$ cat src/rtl/uart_pkg.sv
// uart_pkg: shared definitions for the UART receiver (and transmitter).
// Holds the receiver state encoding, frame geometry and a small vote helper
// used when UART_RX_MAJORITY_EN is defined.
package uart_pkg;

  localparam int UART_DATA_BITS = 8;

  // Line levels of the framing bits.
  localparam logic UART_START_BIT = 1'b0;
  localparam logic UART_STOP_BIT  = 1'b1;

  typedef enum logic [2:0] {
    IDLE    = 3'd0,
    START   = 3'd1,
    DATA    = 3'd2,
    STOP    = 3'd3,
    RECOVER = 3'd4
  } uart_rx_state_e;

  // Two-out-of-three vote.
  function automatic logic maj3(input logic a, input logic b, input logic c);
    return (a & b) | (a & c) | (b & c);
  endfunction

endpackage

$ cat src/rtl/uart_rx_sync.sv
// uart_rx_sync: two-flop synchronizer for asynchronous inputs, reset to 1
// so an idle-high serial line does not look like a start edge out of reset.
// q is the fully synchronized value; q_early is the first stage, which is
// one cycle ahead of q and only meant to be used as one vote among several.
module uart_rx_sync #(
  parameter int WIDTH = 1
) (
  input  logic             clk,
  input  logic             rst,
  input  logic [WIDTH-1:0] d,
  output logic [WIDTH-1:0] q,
  output logic [WIDTH-1:0] q_early
);

  logic [WIDTH-1:0] stage1_reg;
  logic [WIDTH-1:0] stage2_reg;

  genvar gi;
  generate
    for (gi = 0; gi < WIDTH; gi++) begin : g_bit
      // Two-stage resynchronization of each bit into the clk domain.
      always_ff @(posedge clk or posedge rst) begin
        if (rst) begin
          stage1_reg[gi] <= 1'b1;
          stage2_reg[gi] <= 1'b1;
        end else begin
          stage1_reg[gi] <= d[gi];
          stage2_reg[gi] <= stage1_reg[gi];
        end
      end
    end
  endgenerate

  assign q       = stage2_reg;
  assign q_early = stage1_reg;

endmodule

$ cat src/rtl/uart_rx.sv
// uart_rx: 8N1 serial receiver with mid-bit sampling and a one-entry
// valid/ack output register.
// Optional macro UART_RX_MAJORITY_EN: each start/data/stop sample becomes a
// 2-of-3 vote of rx_s at timer values mid-1, mid, mid+1 with unchanged
// latency (the mid+1 value is taken from the synchronizer's first stage).
module uart_rx
  import uart_pkg::*;
#(
  parameter int CLKS_PER_BIT = 16,
  parameter int DATA_BITS    = UART_DATA_BITS
) (
  input  logic                 clk,
  input  logic                 rst,
  input  logic                 rx,
  input  logic                 data_ack,
  output logic [DATA_BITS-1:0] data_out,
  output logic                 data_valid,
  output logic                 frame_err,
  output logic                 overrun,
  output logic                 busy
);

  localparam int HALF  = CLKS_PER_BIT / 2;
  localparam int CNT_W = $clog2(CLKS_PER_BIT);
  localparam int IDX_W = $clog2(DATA_BITS);

  localparam logic [CNT_W-1:0] HALF_LAST = CNT_W'(HALF - 1);
  localparam logic [CNT_W-1:0] BIT_LAST  = CNT_W'(CLKS_PER_BIT - 1);
  localparam logic [IDX_W-1:0] IDX_LAST  = IDX_W'(DATA_BITS - 1);

  logic rx_s;
  logic sample;

  uart_rx_state_e       state_reg, state_next;
  logic [CNT_W-1:0]     cnt_reg, cnt_next;
  logic [IDX_W-1:0]     idx_reg, idx_next;
  logic [DATA_BITS-1:0] shreg_reg, shreg_next;
  logic                 load_byte;
  logic                 stop_err;

`ifdef UART_RX_MAJORITY_EN
  logic rx_early;
  logic rx_prev_reg;

  uart_rx_sync #(.WIDTH(1)) u_sync (
    .clk     (clk),
    .rst     (rst),
    .d       (rx),
    .q       (rx_s),
    .q_early (rx_early)
  );

  // One-cycle history of rx_s provides the mid-1 vote.
  always_ff @(posedge clk or posedge rst) begin
    if (rst) rx_prev_reg <= 1'b1;
    else     rx_prev_reg <= rx_s;
  end

  assign sample = maj3(rx_prev_reg, rx_s, rx_early);
`else
  logic rx_early_unused;

  uart_rx_sync #(.WIDTH(1)) u_sync (
    .clk     (clk),
    .rst     (rst),
    .d       (rx),
    .q       (rx_s),
    .q_early (rx_early_unused)
  );

  assign sample = rx_s;
`endif

  // Frame state, bit timer, bit index and shift register.
  always_ff @(posedge clk or posedge rst) begin
    if (rst) begin
      state_reg <= IDLE;
      cnt_reg   <= '0;
      idx_reg   <= '0;
      shreg_reg <= '0;
    end else begin
      state_reg <= state_next;
      cnt_reg   <= cnt_next;
      idx_reg   <= idx_next;
      shreg_reg <= shreg_next;
    end
  end

  // Next-state logic: frame tracking and per-bit sampling decisions.
  always_comb begin
    state_next = state_reg;
    cnt_next   = cnt_reg;
    idx_next   = idx_reg;
    shreg_next = shreg_reg;
    load_byte  = 1'b0;
    stop_err   = 1'b0;
    case (state_reg)
      IDLE: begin
        if (rx_s == UART_START_BIT) begin
          state_next = START;
          cnt_next   = '0;
        end
      end
      START: begin
        if (cnt_reg == HALF_LAST) begin
          cnt_next = '0;
          idx_next = '0;
          // A start bit that is already gone by mid-bit was a glitch.
          if (sample != UART_START_BIT) state_next = IDLE;
          else                          state_next = DATA;
        end else begin
          cnt_next = cnt_reg + 1'b1;
        end
      end
      DATA: begin
        if (cnt_reg == BIT_LAST) begin
          shreg_next = {sample, shreg_reg[DATA_BITS-1:1]};
          cnt_next   = '0;
          idx_next   = idx_reg + 1'b1;
          if (idx_reg == IDX_LAST) state_next = STOP;
        end else begin
          cnt_next = cnt_reg + 1'b1;
        end
      end
      STOP: begin
        // Leaving at mid-stop-bit leaves half a bit to catch the next start.
        if (cnt_reg == BIT_LAST) begin
          cnt_next = '0;
          if (sample == UART_STOP_BIT) begin
            load_byte  = 1'b1;
            state_next = IDLE;
          end else begin
            stop_err   = 1'b1;
            state_next = RECOVER;
          end
        end else begin
          cnt_next = cnt_reg + 1'b1;
        end
      end
      RECOVER: begin
        // A held-low (break) line must return high before a new frame.
        if (rx_s == UART_STOP_BIT) state_next = IDLE;
      end
      default: state_next = IDLE;
    endcase
  end

  // Output register with valid/ack handshake, overrun and frame error flags.
  always_ff @(posedge clk or posedge rst) begin
    if (rst) begin
      data_out   <= '0;
      data_valid <= 1'b0;
      frame_err  <= 1'b0;
      overrun    <= 1'b0;
    end else begin
      frame_err <= stop_err;
      if (load_byte) begin
        data_out   <= shreg_reg;
        data_valid <= 1'b1;
        if (data_valid && !data_ack) overrun <= 1'b1;
      end else if (data_ack && data_valid) begin
        data_valid <= 1'b0;
        overrun    <= 1'b0;
      end
    end
  end

  assign busy = (state_reg != IDLE);

endmodule

$ cat config.mk
export PLATFORM = sky130hd
export DESIGN_NAME = uart_rx
export DESIGN_NICKNAME = d
export VERILOG_FILES = /design/src/rtl/uart_pkg.sv /design/src/rtl/uart_rx_sync.sv /design/src/rtl/uart_rx.sv
export SDC_FILE = /design/constraint.sdc
export NUM_CORES = 1
export LEC_CHECK = 0
export CELL_PAD_IN_SITES_DETAIL_PLACEMENT = 1
export CELL_PAD_IN_SITES_GLOBAL_PLACEMENT = 1
export CORE_UTILIZATION = 35
export CTS_BUF_LIST = sky130_fd_sc_hd__clkbuf_16
export DETAILED_ROUTE_END_ITERATION = 8
export PLACE_DENSITY_LB_ADDON = 0.3
export SYNTH_ARGS = -nofsm -noshare
export SYNTH_HDL_FRONTEND = slang
export SYNTH_SLANG_ARGS = --single-unit
$ cat constraint.sdc
create_clock -name clk -period 3.2 [get_ports clk]
set_input_delay 0.32 -clock clk [delete_from_list [all_inputs] [get_ports clk]]
set_output_delay 0.32 -clock clk [all_outputs]
set_load 0.02 [all_outputs]
==> results_dict.tcl <==
set metrics [dict create \
    status "completed" \
    fmax_ghz 0.466 \
    fin_skew_ps 4.09 \
    die_h_um 64.2 \
    synth.area.mux_share 0.144 \
    synth_nets 112 \
    cts_root_buf "clkbuf_16" \
    cts_buffer_depth 2 \
    die_x_um 64.2 \
    gp_congestion 0.728 \
    synth-seq-cells 31 \
    vias 869 \
    min_period_over_period 0.671 \
    cts_max_level 2 \
    syn_avg_cell_area_um2 12.9 \
    grt_pass1_wl_mm 4.49 \
    overflow 0 \
    nNetsFinal 129 \
    diodes 0 \
    antenna_left 0 \
    cts_buffers 5 \
    synth_top_area_share 0.536 \
    synth_area_um2 1360 \
    routed_wl_mm 2.56 \
    die-area_um2 4120 \
    cts.clk_slew.worst_paths_ps 50 \
    viasPerCell 5.08 \
    ys_types 34 \
    synth-compound-area-share 0.112 \
    setup-tns-final_ps 0 \
    synth_top_family_by_area "multiplexers" \
    synthAdderAreaFrac 0.0277 \
    hold_buffers 0 \
    reg2reg_slack_ps 1050 \
    track_usage 0.148 \
    synth_xor_area_frac 0.00646 \
    ys_seq_area_frac 0.574 \
    drt_iter0_markers 14 \
    cts_sinks 31 \
    cts_tree "done" \
    antenna_found_initial 0 \
    hold_violations 0 \
    yosysWarnings 0 \
    synth_top_cell_by_area "dfrtp_1" \
    core_area_um2 3690 \
    cts_setup_buffers 0 \
    clkLatencyLatePin_ps 270 \
    wl_per_cell_um 15.0 \
    dp_hpwl_mm 1.72 \
    ctsResizeCount 0 \
    num_rows 22 \
    crit_required_ps 3360 \
    ios 16 \
    setup_viol 0 \
    fin_cells 171 \
    rsz0062_at_grt "no" \
    p_total_mw 1.25 \
    layout-drive-gt1-share 0.236 \
    area_growth_pct 25.5 \
    netlist_instances 105 \
    port_buffers 15 \
    slowest_stage "nor3b_2" \
    path_class "reg2reg" \
    synth-simple-area-share 0.0951 \
    post-route-min-period_ps 2150 \
    worstPathArrival_ps 2300 \
    cpPeakStageDelay_ps 670 \
    startpoint_type "flip-flop" \
    drv_slew 0 \
    slew_headroom 0.482 \
    layout.cells.most_common_list "dfrtp_1 (29), mux2_2 (16), clkdlybuf4s50_1 (15)" \
    drc 0 \
    ir_drop_uv 398 \
    cp_max_fo 11 \
    tightest_slew_ps 774 \
    final_common_cell "dfrtp_1" \
    path_buf_inv 0 \
    first_global_vias 950 \
    hp-class "reg2reg" \
    grt_max_degree 18 \
    initial_core_util 0.367 \
    p_leak_nw 0.813 \
    max_cap_violations 0 \
    dr.pass1.iters 4 \
    synth_area_leaders "dfrtp_1 (54%), mux2_2 (13%), dfstp_2 (3.9%), ha_1 (2.8%), a22o_1 (2.6%)" \
    worstSetupEndpointType "flip-flop" \
    cp_top_family "simple AND/OR/NAND/NOR gates" \
    worstPathCellList "ha_1 > and4_1 > nor3b_2 > mux2_2" \
    whs_ps 353 \
    dp.cells 163 \
    powerDensity_nw_per_um2 737 \
]
## area by class of cell
cell class	instances	area, um2
clock buffer	5	125
clock inverter	3	38.8
fill	391	1990
inverter	5	18.8
multi-input combinational	63	522
sequential	31	778
tap	48	60.1
timing repair buffer	16	158
## synth_stat cells
library cell,count
buf_2,2
xor2_1,1
o2bb2ai_1,1
nor2_1,5
o211ai_1,1
a22o_1,4
dfstp_2,2
clkbuf_1,1
or3b_1,1
nand3b_1,1
a211o_1,1
buf_4,3
a21oi_1,3
nand2_1,5
mux2_2,16
nor3b_2,1
and4_1,1
nand3_1,1
o22ai_1,1
inv_1,5
mux2_4,1
and3_1,2
a21o_1,3
dfrtp_1,29
nor2b_1,1
o2111ai_1,2
o21ba_2,1
ha_1,3
a211oi_1,2
or3_1,1
and4b_1,1
nor3b_1,1
nand4_1,1
o21ai_0,1
## final timing paths
kind,to,startpoint,cells after the start
hold / removal,u_sync.q,u_sync.q_early,0
min in group asynchronous,data_out[0],rst,2
max in group asynchronous,u_sync.q,rst,3
setup / recovery,shreg_reg[3],cnt_reg[1],4
hold reg to reg,u_sync.q,u_sync.q_early,0
setup reg to reg,shreg_reg[3],cnt_reg[1],4
## kinds of logic (layout without fill, tap and decap cells)
kind of cell,after synthesis,in the layout
simple gates,22,22
fa+ha+maj,3,3
mux,17,17
flops,31,31
compound gates,20,20
xor+xnor,1,1
buf+inv,11,29
## power by group
part | internal (mW) | switching (mW) | total, mW
Clock | 0.362 | 0.156 | 0.518
Combinational | 0.107 | 0.104 | 0.211
Sequential | 0.443 | 0.0808 | 0.524
Total | 0.912 | 0.341 | 1.25
## per-layer routing
| metal | global-route usage | up-vias | wire length (um) |
|---|---|---|---|
| met5 | 0 | - | 0 |
| met4 | 0.0500 | 0 | 26 |
| met3 | 0.0661 | 2 | 101 |
| met2 | 0.241 | 16 | 1260 |
| met1 | 0.174 | 442 | 1170 |
| li1 | - | 409 | - |
## through the flow
stage	worst slack (ps)	area, um2	util
after floorplan	1560	1360	-
after global placement	1190	1540	0.417
after detailed placement	1100	1540	0.417
after CTS	1030	1700	0.461
after global routing	912	1700	0.461
final	1050	1700	0.461
No activity file was read; power rests on OpenSTA's default activity.
